===== config.mk =====
export PLATFORM = sky130hd
export DESIGN_NAME = gpr_wb_arbiter_flat
export DESIGN_NICKNAME = d
export VERILOG_FILES = /design/src/rtl/gpr_wb_arbiter_if.sv /design/src/rtl/gpr_wb_arbiter.sv /design/src/flat_wrapper.sv
export SDC_FILE = /design/constraint.sdc
export NUM_CORES = 1
export LEC_CHECK = 0
export ABC_CLOCK_PERIOD_IN_PS = 3900
export BUFFER_PORTS_ARGS = -buffer_cell sky130_fd_sc_hd__buf_2
export CAP_MARGIN = 0
export CORE_MARGIN = 10
export CORE_UTILIZATION = 35
export DETAILED_ROUTE_END_ITERATION = 7
export GPL_TIMING_DRIVEN = 0
export PLACE_DENSITY = 0.65
export SLEW_MARGIN = 25
export SYNTH_ARGS = -nofsm -noshare
export SYNTH_HDL_FRONTEND = slang
export SYNTH_SLANG_ARGS = --single-unit

===== constraint.sdc =====
create_clock -name Clk -period 3.9 [get_ports Clk]
set_clock_uncertainty 0.15 [all_clocks]
set_input_delay 0 -clock Clk [delete_from_list [all_inputs] [get_ports Clk]]
set_output_delay 0 -clock Clk [all_outputs]
set_load 0.1 [all_outputs]

===== src/rtl/gpr_wb_arbiter_if.sv =====
// gpr_wb_arbiter_if: writeback requester, clear-control and register-file write bus of gpr_wb_arbiter
interface gpr_wb_arbiter_if;
  logic        A_Valid;
  logic [4:0]  A_RD;
  logic [31:0] A_WData;
  logic        A_Ready;
  logic        B_Valid;
  logic [4:0]  B_RD;
  logic [31:0] B_WData;
  logic        B_Ready;
  logic        Clear;
  logic        Busy;
  logic        RegWrite;
  logic [4:0]  RD;
  logic [31:0] WData;
  modport master (
    output A_Valid, A_RD, A_WData, B_Valid, B_RD, B_WData, Clear,
    input  A_Ready, B_Ready, Busy, RegWrite, RD, WData
  );
  modport slave (
    input  A_Valid, A_RD, A_WData, B_Valid, B_RD, B_WData, Clear,
    output A_Ready, B_Ready, Busy, RegWrite, RD, WData
  );
endinterface


===== src/rtl/gpr_wb_arbiter.sv =====
// gpr_wb_arbiter: round-robin writeback arbiter with a register-file clear sequencer.
// Define GPR_ARB_R0_FILTER_EN to suppress register-file writes to index 0 from requesters.
module gpr_wb_arbiter #(
  parameter int NREG = 32
) (
  input logic             Clk,
  input logic             Reset_n,
  gpr_wb_arbiter_if.slave bus
);
  typedef enum logic {IDLE, CLEAR} state_t;
  state_t      state;
  logic [4:0]  cnt;
  logic        last_b;
  logic        open;
  logic        grant_a;
  logic        grant_b;
  logic        fwd;
  logic [4:0]  sel_rd;
  logic [31:0] sel_wdata;
  // Busy also covers the cycle after the last clear write is issued, so grants wait for Busy=0
  always_comb begin
    open      = Reset_n && state == IDLE && !bus.Busy && !bus.Clear;
    grant_a   = open && bus.A_Valid && (!bus.B_Valid || last_b);
    grant_b   = open && bus.B_Valid && (!bus.A_Valid || !last_b);
    sel_rd    = grant_a ? bus.A_RD : bus.B_RD;
    sel_wdata = grant_a ? bus.A_WData : bus.B_WData;
`ifdef GPR_ARB_R0_FILTER_EN
    fwd       = (grant_a || grant_b) && sel_rd != 5'd0;
`else
    fwd       = grant_a || grant_b;
`endif
  end
  assign bus.A_Ready = grant_a;
  assign bus.B_Ready = grant_b;
  always_ff @(posedge Clk) begin
    if (!Reset_n) begin
      state        <= IDLE;
      cnt          <= 5'd0;
      last_b       <= 1'b1;
      bus.RegWrite <= 1'b0;
      bus.RD       <= 5'd0;
      bus.WData    <= 32'd0;
      bus.Busy     <= 1'b0;
    end else begin
      bus.RegWrite <= 1'b0;
      if (grant_a) last_b <= 1'b0;
      else if (grant_b) last_b <= 1'b1;
      if (state == CLEAR) begin
        bus.RegWrite <= 1'b1;
        bus.RD       <= cnt;
        bus.WData    <= 32'd0;
        bus.Busy     <= 1'b1;
        cnt          <= cnt == 5'(NREG - 1) ? 5'd0 : cnt + 5'd1;
        state        <= cnt == 5'(NREG - 1) ? IDLE : CLEAR;
      end else begin
        bus.Busy <= 1'b0;
        if (bus.Clear && !bus.Busy) begin
          state <= CLEAR;
          cnt   <= 5'd0;
        end else if (fwd) begin
          bus.RegWrite <= 1'b1;
          bus.RD       <= sel_rd;
          bus.WData    <= sel_wdata;
        end
      end
    end
  end
endmodule


===== src/flat_wrapper.sv =====
// flat-port wrapper written by rule: the top's interface ports become plain ports
module gpr_wb_arbiter_flat 
#(
  parameter int NREG = 32
)
  (Clk, Reset_n, bus_A_Valid, bus_A_RD, bus_A_WData, bus_B_Valid, bus_B_RD, bus_B_WData, bus_Clear, bus_A_Ready, bus_B_Ready, bus_Busy, bus_RegWrite, bus_RD, bus_WData);
  gpr_wb_arbiter_if bus_i ();
  input logic Clk;
  input logic Reset_n;
  input wire logic [$bits(bus_i.A_Valid)-1:0] bus_A_Valid;
  input wire logic [$bits(bus_i.A_RD)-1:0] bus_A_RD;
  input wire logic [$bits(bus_i.A_WData)-1:0] bus_A_WData;
  input wire logic [$bits(bus_i.B_Valid)-1:0] bus_B_Valid;
  input wire logic [$bits(bus_i.B_RD)-1:0] bus_B_RD;
  input wire logic [$bits(bus_i.B_WData)-1:0] bus_B_WData;
  input wire logic [$bits(bus_i.Clear)-1:0] bus_Clear;
  output wire logic [$bits(bus_i.A_Ready)-1:0] bus_A_Ready;
  output wire logic [$bits(bus_i.B_Ready)-1:0] bus_B_Ready;
  output wire logic [$bits(bus_i.Busy)-1:0] bus_Busy;
  output wire logic [$bits(bus_i.RegWrite)-1:0] bus_RegWrite;
  output wire logic [$bits(bus_i.RD)-1:0] bus_RD;
  output wire logic [$bits(bus_i.WData)-1:0] bus_WData;
  assign bus_i.A_Valid = bus_A_Valid;
  assign bus_i.A_RD = bus_A_RD;
  assign bus_i.A_WData = bus_A_WData;
  assign bus_i.B_Valid = bus_B_Valid;
  assign bus_i.B_RD = bus_B_RD;
  assign bus_i.B_WData = bus_B_WData;
  assign bus_i.Clear = bus_Clear;
  assign bus_A_Ready = bus_i.A_Ready;
  assign bus_B_Ready = bus_i.B_Ready;
  assign bus_Busy = bus_i.Busy;
  assign bus_RegWrite = bus_i.RegWrite;
  assign bus_RD = bus_i.RD;
  assign bus_WData = bus_i.WData;
  gpr_wb_arbiter #(.NREG(NREG)) u_core (.Clk(Clk), .Reset_n(Reset_n), .bus(bus_i));
endmodule

==> run metrics <==
status=finished clean; Slew HR=0.6451; met1 usage=0.1723; clock buffer count from CTS=5; First-pass DRT Iterations=4; cell depth of the worst min-delay path=5; CP Class=flop to flop; core region area=0.006061 mm²; die area=0.009940 mm²; post-layout minimum cycle time=2.759 ns; Crit path arrival time=2.85 ns; Worst setup EP type=flop; post-CTS setup buffers=0; switching share of total power=0.3553; first-pass GRT wire length=13,140 µm; Max Cap Viol=0; Placed Area=0.002908 mm²; Async SR Flop Fraction=0; Starting Density=0.3668; Leak=1.834 nW; WHS=0.1807 ns; share of cells above drive strength 1=0.4141; Yosys top cell by area=dfxtp_1; Syn Std Cell Area=0.002223 mm²; Critical-path top delay cell=dlygate4sd3_1; R2R Setup Slk=1.14 ns; H-tree levels=2; most common cell in the netlist=dfxtp_1; die width=99.70 µm; CP max FO=10; Yosys warnings=0; Hold Path End=u_core.last_b; CP Data Required Time=4.00 ns; Netlist cell types=33; Final Hold Fails=0; final std cells w/o fill=501; Post-synth EDFFs=0; setup slack after layout=1.141 ns; Slew Viols, Final=0; Finished Cell Area=0.003772 mm²; syn nets=between 300 and 400; Post-Route WL=between 8000 and 9000 µm; via count=2,566; site row count=28; Worst R2R Path Depth=8; met2 usage=0.2713; remaining global-route overflow=0; Cell Int Power=0.7557 mW; DP Worst Slack=1.989 ns; final setup TNS=0 ns; commonest cells in the netlist=dfxtp_1, nor2_1, o21ai_1; Syn Area/Cell=approximately 10 µm²; CTS root buf=clkbuf_8; fin nets=506; worst path cell trace=nand2b_4 -> and2_1 -> buf_2 -> buf_2 -> a22oi_1 -> dlygate4sd3_1 -> o2bb2ai_1 -> dlygate4sd3_1; Max VDD drop=0.1831 mV; P_sw=about 0.42 mW; Final Cycle Share=0.7075; vias in the first global route=2,693; clock power share=0.259; worst-margin pin slew=0.5312 ns; busiest grt layer=met2; Clock Pin Slew Worst Setup and Hold Paths=around 0.090 ns; critical path's largest stage delay=0.59 ns; hold path startpoint=bus_A_Valid; Die Height=roughly 100 µm; Seq pwr share=0.428; clock latency on the worst-skew pair=~0.30 ns; I/O pin count=120; share of power burned in combinational logic=0.313; CP startpoint kind=flop; sequential share of the synthesized area=0.4142; drc violations=0; worst hold path class=primary input to flop; RSZ-0062 raised after global routing=false; Post-CTS Resized=0; Avg WL per Cell=about 17 µm; top cell type's share of synthesized area=0.4142; initial antenna violation count=1; Total GRT Usage=0.1608; CTS Buffer Depth=2; Yosys reg bits=46; Final setup viols=0; number of clock sinks=46; Post-synth top flop=dfxtp_1; Placer Congestion=0.7993; pwr/cell area=310.7 mW/mm²; pin count of the biggest net entering global routing=14; number of nets with antenna violations after routing=0; GR met3 Demand/Resource=0.05813; Synth area leaders=dfxtp_1, a221oi_2, o21ai_1, nor2_1, buf_2; initial drt markers=89; area grow syn2layout=69.67%; Syn Inst Count=around 220; DP Wirelength=5423 µm; worst r2r src=u_core.last_b; highest clock rate=0.3624 GHz; CTS tree=yes; # port buffers=between 100 and 150; r2r endpoint=u_core.bus.RD[0]; Placed Cells=415; vias per cell=5.122
-- repair_timing --
action                                  CTS  global route
endpoints found under the hold margin    40             0
endpoints found under the setup margin    0             0
hold buffers                             77             0
-- worst max-delay path, delay by kind of cell (launching register included) --
family	cells	cell delay, ns
simple gates	2	0.32
compound gates	2	0.26
flops	1	0.37
buf+inv	4	1.62
-- stage by stage --
stage	utilization	power [mW]
floorplan	-	0.7351
global placement	0.4798	0.8213
detailed placement	0.4798	0.8241
CTS	0.6220	1.172
global route	0.6224	1.226
finish	0.6224	1.172
-- worst max path at each step --
stage / startpoint / to / slack [ns] / cells after the start
final: u_core.last_b / u_core.bus.RD[0] / 1.14 / 8
after detailed placement: u_core.cnt[0] / u_core.cnt[2] / 1.99 / 6
after global placement: u_core.cnt[0] / u_core.cnt[2] / 2.03 / 6
after global routing: u_core.last_b / u_core.bus.RD[0] / 0.99 / 8
after CTS: u_core.last_b / u_core.bus.RD[0] / 1.16 / 8
after floorplan: u_core.bus.Busy / u_core.last_b / 1.56 / 3
-- final cells by class --
class                      instances  area [µm²]
antenna                            1       2.502
buffer                            20       127.6
clock buffer                       7       86.33
clock inverter                     1       5.005
fill                             519        2288
inverter                           2       7.507
multi-input combinational        154        1167
sequential                        46       920.9
tap                               75       93.84
timing repair buffer             195        1361
-- power groups by stage --
stage | logic, mW | clock network (mW) | registers [mW]
2_1_floorplan | 0.0922 | 0 | 0.643
3_3_place_gp | 0.310 | 0 | 0.512
3_5_place_dp | 0.312 | 0 | 0.512
4_1_cts | 0.363 | 0.307 | 0.502
5_1_grt | 0.387 | 0.334 | 0.505
6_report | 0.366 | 0.303 | 0.502
-- cell families (layout without fill, tap and decap cells) --
group	after synthesis	count (layout)	share of synthesized area
adders and majority gates	3	3	0.01688
other	0	1	0
AOI/OAI and AO/OA	86	86	0.3602
buffers and inverters	22	225	0.06077
DFF	46	46	0.4142
and+or+nand+nor	65	65	0.1480
-- routing by layer --
layer | part of all wire | wire length (µm)
met1 | 0.39 | 3226
met2 | 0.50 | 4113
met3 | 0.081 | 672
met4 | 0.034 | 280
met5 | 0 | 0
-- flip-flops by register name, indices dropped and copies added, names as in the netlist --
| register | cells |
|---|---|
| u_core.bus.Busy | 1 |
| u_core.bus.RD | 5 |
| u_core.bus.RegWrite | 1 |
| u_core.bus.WData | 32 |
| u_core.cnt | 5 |
| u_core.last_b | 1 |
| u_core.state | 1 |
-- placed cells by master, fill, tap and decap left out --
cell type / netlist / final
buf_2: 9 / 127
a221oi_1: 2 / 2
o2bb2ai_1: 1 / 1
and2_1: 5 / 5
clkinv_2: 0 / 1
a221o_1: 4 / 4
buf_6: 4 / 4
clkbuf_8: 0 / 6
or2_1: 1 / 1
a31oi_1: 1 / 1
nand4_1: 1 / 1
a32o_1: 2 / 2
a21oi_1: 2 / 2
nand2_1: 6 / 6
dlygate4sd3_1: 0 / 77
o21ai_1: 34 / 34
clkbuf_1: 4 / 5
nor4b_4: 1 / 1
a32oi_1: 4 / 4
inv_2: 2 / 2
dfxtp_1: 46 / 46
nand2b_1: 2 / 2
nand3_4: 1 / 1
nand2b_4: 1 / 1
o21ai_0: 1 / 1
ha_1: 3 / 3
nor2b_1: 3 / 3
o21a_1: 1 / 1
a21boi_1: 3 / 3
and3_1: 1 / 1
a22oi_1: 1 / 1
nor2_1: 41 / 41
nand3b_1: 1 / 1
buf_4: 3 / 3
diode_2: 0 / 1
or3b_1: 1 / 1
a221oi_2: 30 / 30
Note: power is estimated with default switching activity, not from simulation.
